`src/rtl/trayectoria_pkg.sv`:
```
// Shared types and constants for the mesh trajectory checker.
// Optional hop-order check is enabled by defining TRAYECTORIA_ORDER_CHECK_EN.
package trayectoria_pkg;

  localparam int unsigned FILAS    = 4;
  localparam int unsigned COLUMNAS = 4;
  localparam int unsigned COORD_W  = 3;
  localparam int unsigned MAX_HOPS = 16;
  localparam int unsigned CNT_W    = 5;
  localparam int unsigned ID_W     = 4;
  localparam int unsigned ERR_W    = 3;

  typedef logic [COORD_W-1:0] coord_t;

  typedef enum logic [1:0] {
    IDLE   = 2'd0,
    TRACK  = 2'd1,
    REPORT = 2'd2
  } state_e;

  typedef enum logic [ERR_W-1:0] {
    ERR_NONE  = 3'd0,
    ERR_ADJ   = 3'd1,
    ERR_RANGE = 3'd2,
    ERR_OVF   = 3'd3,
    ERR_END   = 3'd4,
    ERR_ORDER = 3'd5
  } err_e;

  // Border coordinates of the grid (terminal ports live on these lines)
  localparam coord_t FILA_MIN = COORD_W'(0);
  localparam coord_t FILA_MAX = COORD_W'(FILAS + 1);
  localparam coord_t COL_MIN  = COORD_W'(0);
  localparam coord_t COL_MAX  = COORD_W'(COLUMNAS + 1);

  localparam logic [ID_W-1:0] ID_INVALID = 4'hF;

  // True when a and b differ by exactly one (computed one bit wider to avoid wrap)
  function automatic logic one_apart(input coord_t a, input coord_t b);
    logic [COORD_W:0] ax;
    logic [COORD_W:0] bx;
    ax = {1'b0, a};
    bx = {1'b0, b};
    return (ax == bx + (COORD_W+1)'(1)) || (bx == ax + (COORD_W+1)'(1));
  endfunction

  // Manhattan distance of exactly one between two grid points
  function automatic logic is_adjacent(input coord_t af, input coord_t ac,
                                       input coord_t bf, input coord_t bc);
    return ((af == bf) && one_apart(ac, bc)) || ((ac == bc) && one_apart(af, bf));
  endfunction

endpackage

```
`src/rtl/trayectoria_checker_terminal_id_encoder.sv`:
```
// Combinational grid coordinate to 4-bit terminal ID; 4'hF for non-border points.
module terminal_id_encoder
  import trayectoria_pkg::*;
(
  input  coord_t          fila,
  input  coord_t          col,
  output logic [ID_W-1:0] id_c
);

  localparam int unsigned IDX_W = ID_W;

  logic [IDX_W-1:0] fila_idx;
  logic [IDX_W-1:0] col_idx;
  logic [IDX_W-1:0] lin;
  logic             on_border;
  logic             in_range;

  // Border-clamped row/column indices combined row-major, modulo 16
  always_comb begin
    in_range  = (fila <= FILA_MAX) && (col <= COL_MAX);
    on_border = (fila == FILA_MIN) || (fila == FILA_MAX) ||
                (col == COL_MIN) || (col == COL_MAX);

    if (fila == FILA_MIN)      fila_idx = '0;
    else if (fila >= FILA_MAX) fila_idx = IDX_W'(FILAS - 1);
    else                       fila_idx = IDX_W'(fila) - IDX_W'(1);

    if (col == COL_MIN)        col_idx = '0;
    else if (col >= COL_MAX)   col_idx = IDX_W'(COLUMNAS - 1);
    else                       col_idx = IDX_W'(col) - IDX_W'(1);

    lin  = fila_idx * IDX_W'(COLUMNAS) + col_idx;
    id_c = (on_border && in_range) ? lin : ID_INVALID;
  end

endmodule

```
`config.mk`:
```
export PLATFORM = sky130hd
export DESIGN_NAME = terminal_id_encoder
export DESIGN_NICKNAME = d
export VERILOG_FILES = /design/src/rtl/trayectoria_pkg.sv /design/src/rtl/trayectoria_checker_terminal_id_encoder.sv
export SDC_FILE = /design/constraint.sdc
export NUM_CORES = 1
export LEC_CHECK = 0
export CORE_AREA = 2 2 39 41
export DETAILED_ROUTE_END_ITERATION = 8
export DIE_AREA = 0 0 41 43
export SLEW_MARGIN = 5
export SYNTH_ARGS = -nofsm -noshare
export SYNTH_HDL_FRONTEND = slang
export SYNTH_SLANG_ARGS = --single-unit
```
`constraint.sdc`:
```
create_clock -name vclk -period 1.8
set_input_delay 0.36 -clock vclk [all_inputs]
set_output_delay 0.36 -clock vclk [all_outputs]
set_load 0.005 [all_outputs]
```
==> run_results.csv <==
group,metric,value,unit
floorplanning,chipHeight,43,um
floorplanning,die_area,1760,um^2
timing,max_freq,497,MHz
job,cap_violations,0,
final_layout,fin_util,0.400,
outcome,outcome,"finished, violations left",
power_and_ir_drop,powerDensity,223,nW/um^2
synthesis,synth.distinct_cells,18,
route,via_count,326,
power_and_ir_drop,p_leak,0.241,nW
final_layout,design_area,553,um^2
final_layout,syn_to_final_growth,126,%
final_layout,layout.area.seq,0,um^2
timing,rsz0062_at_grt,"yes",
global_routing,track_usage,0.0909,
route,wl,751,um
timing,layout_setup_ws,-0.214,ns
synthesis,syn_area,245,um^2
worst_hold_path,hold_class,"input pin to output port",
final_layout,fillers,151,
route,vias_per_cell,4.47,
timing,fin_crit_sh,1.12,
global_routing,antenna_found_initial,0,
critical_path,arrival,1.65,ns
route,drtIter0Drc,1,
floorplanning,rows,14,
placement,pre_cts_ws,-1.07,ns
final_layout,nFlopsAndLatches,0,
floorplanning,core,1380,um^2
final_layout,n_antenna_cell,0,
timing,post-route-min-period,2.01,ns
placement,port_buffers,10,
floorplanning,start_util,0.177,
timing,final-hold-violation-count,0,
final_layout,multiInputGateArea,327,um^2
outcome,violations,"negative setup slack",
critical_path,startpoint_type,"input pin",
route,wl_per_cell,10.3,um
final_layout,layout.nets,71,
critical_path,crit_type,"input pin to output port",
route,ant_nets,0,
critical_path,crit_required,1.44,ns
route,drt_pass1_iterations,2,
global_routing,grt_pass1_wl,1.17,mm
floorplanning,ioPinCount,10,
synthesis,yosysSeqAreaShare,0,
timing,tightest_slew,0.353,ns
global_routing,grt_overflow,0,
synthesis,synthCells,35,
timing,relSlewSlack,0.763,
synthesis,avgSynthCellArea,7.01,um^2
final_layout,num-clock-buffers,0,
critical_path,crit_fanout,3,
power_and_ir_drop,irDropWorstVdd,0.0000711,V
critical_path,cp-end-kind,"output port",
placement,hpwl,503,um
worst_hold_path,hold_depth,4,
floorplanning,die_w,41,um
final_layout,layout-drive-gt1-share,0.632,
synthesis,synth_nets,47,
placement,dpl_cell_area,450,um^2
timing,drv_slew,0,
route,remaining_drc_errors,0,
global_routing,grt_max_degree,7,
synthesis,ys_warn_count,0,
timing,setup_violations,4,
placement,place_congestion,0.724,
global_routing,grt_pass1_vias,302,
-- synth_stat cells --
cell | instances | share of area
nor4_2 | 1 | 0.051
nand2b_1 | 1 | 0.026
xor2_1 | 1 | 0.036
nand2_1 | 6 | 0.092
nor2_1 | 1 | 0.015
xnor2_1 | 1 | 0.036
inv_1 | 5 | 0.077
o21bai_1 | 1 | 0.031
ha_1 | 6 | 0.31
o211ai_1 | 2 | 0.061
nor3_1 | 1 | 0.020
o31ai_1 | 1 | 0.031
mux2_1 | 1 | 0.046
a21oi_2 | 1 | 0.036
a211oi_1 | 1 | 0.031
nor2b_1 | 1 | 0.026
o21ai_0 | 3 | 0.061
o21ai_1 | 1 | 0.020
-- worst max-delay path, stage by stage --
cell and delay (ns):
buf_8 0.08, inv_4 0.04, ha_4 0.16, buf_4 0.13, mux2_2 0.27, o21ai_2 0.15
a21oi_2 0.07, buf_4 0.15, nand2b_1 0.06, clkdlybuf4s15_2 0.20
-- cells by family after synthesis --
group | after synthesis | share of synthesized area
AND/OR/NAND/NOR | 11 | 0.230
multiplexers | 1 | 0.0459
buffers and inverters | 5 | 0.0765
adder cells (fa/ha/maj) | 6 | 0.306
XOR/XNOR | 2 | 0.0714
AO/OA/AOI/OAI | 10 | 0.270
-- stage by stage --
| step | power, W | TNS, ns | std cells | hold WS [ns] |
|---|---|---|---|---|
| floorplan | 0.0000401 | 0 | 35 | 0.795 |
| global placement | 0.0000927 | -3.83 | 71 | 1.84 |
| detailed placement | 0.0000933 | -3.89 | 71 | 1.85 |
| CTS | 0.000108 | -0.862 | 73 | 1.11 |
| global route | 0.000134 | -1.02 | 73 | 1.14 |
| finish | 0.000124 | -0.763 | 73 | 1.11 |
-- cells in the final DEF (no fill, tap or decap) --
cell / netlist / routed
buf_4: 0 / 10
nand2_1: 6 / 5
ha_4: 0 / 4
inv_1: 5 / 3
buf_6: 0 / 3
buf_2: 0 / 3
o21ai_1: 1 / 2
o21ai_2: 0 / 2
o211ai_1: 2 / 2
dlygate4sd2_1: 0 / 2
nor2b_4: 0 / 1
mux2_2: 0 / 1
inv_4: 0 / 1
inv_2: 0 / 1
a211oi_1: 1 / 1
a21oi_2: 1 / 1
nor3_4: 0 / 1
o21bai_4: 0 / 1
nor2_1: 1 / 1
nand2_2: 0 / 1
o31ai_1: 1 / 1
nor4_2: 1 / 1
xor2_2: 0 / 1
xnor2_1: 1 / 1
nand2b_1: 1 / 1
ha_2: 0 / 1
ha_1: 6 / 1
buf_8: 0 / 1
clkbuf_2: 0 / 1
dlymetal6s2s_1: 0 / 1
clkdlybuf4s15_2: 0 / 1
-- what timing repair did --
| item | CTS | global route |
|---|---|---|
| setup endpoints to repair | 4 | 4 |
| hold buffers | 0 | 0 |
| setup buffers | 2 | 0 |
| gates resized for setup | 42 | 15 |
| pin swaps | 8 | 7 |
-- power breakdown --
part,switching [W],internal [W]
combinational,0.0000542,0.0000693
sequential,0,0
clock,0,0
total,0.0000542,0.0000693
-- path summary, 6_finish.rpt --
kind	startpoint	end	slack [ns]
hold / removal	col[2]	id_c[1]	1.11
setup / recovery	col[1]	id_c[2]	-0.21
-- layer usage --
| metal | track usage | share of wire |
|---|---|---|
| met4 | 0 | 0 |
| met1 | 0.117 | 0.41 |
| met2 | 0.169 | 0.55 |
| met5 | 0 | 0 |
| met3 | 0 | 0.043 |
-- final cells by class --
type                       instances  share of cell area
inverter                           5              0.0385
timing repair buffer              22               0.335
tap                               16              0.0362
multi-input combinational         30               0.590
Power figures use the tool's default switching activity.
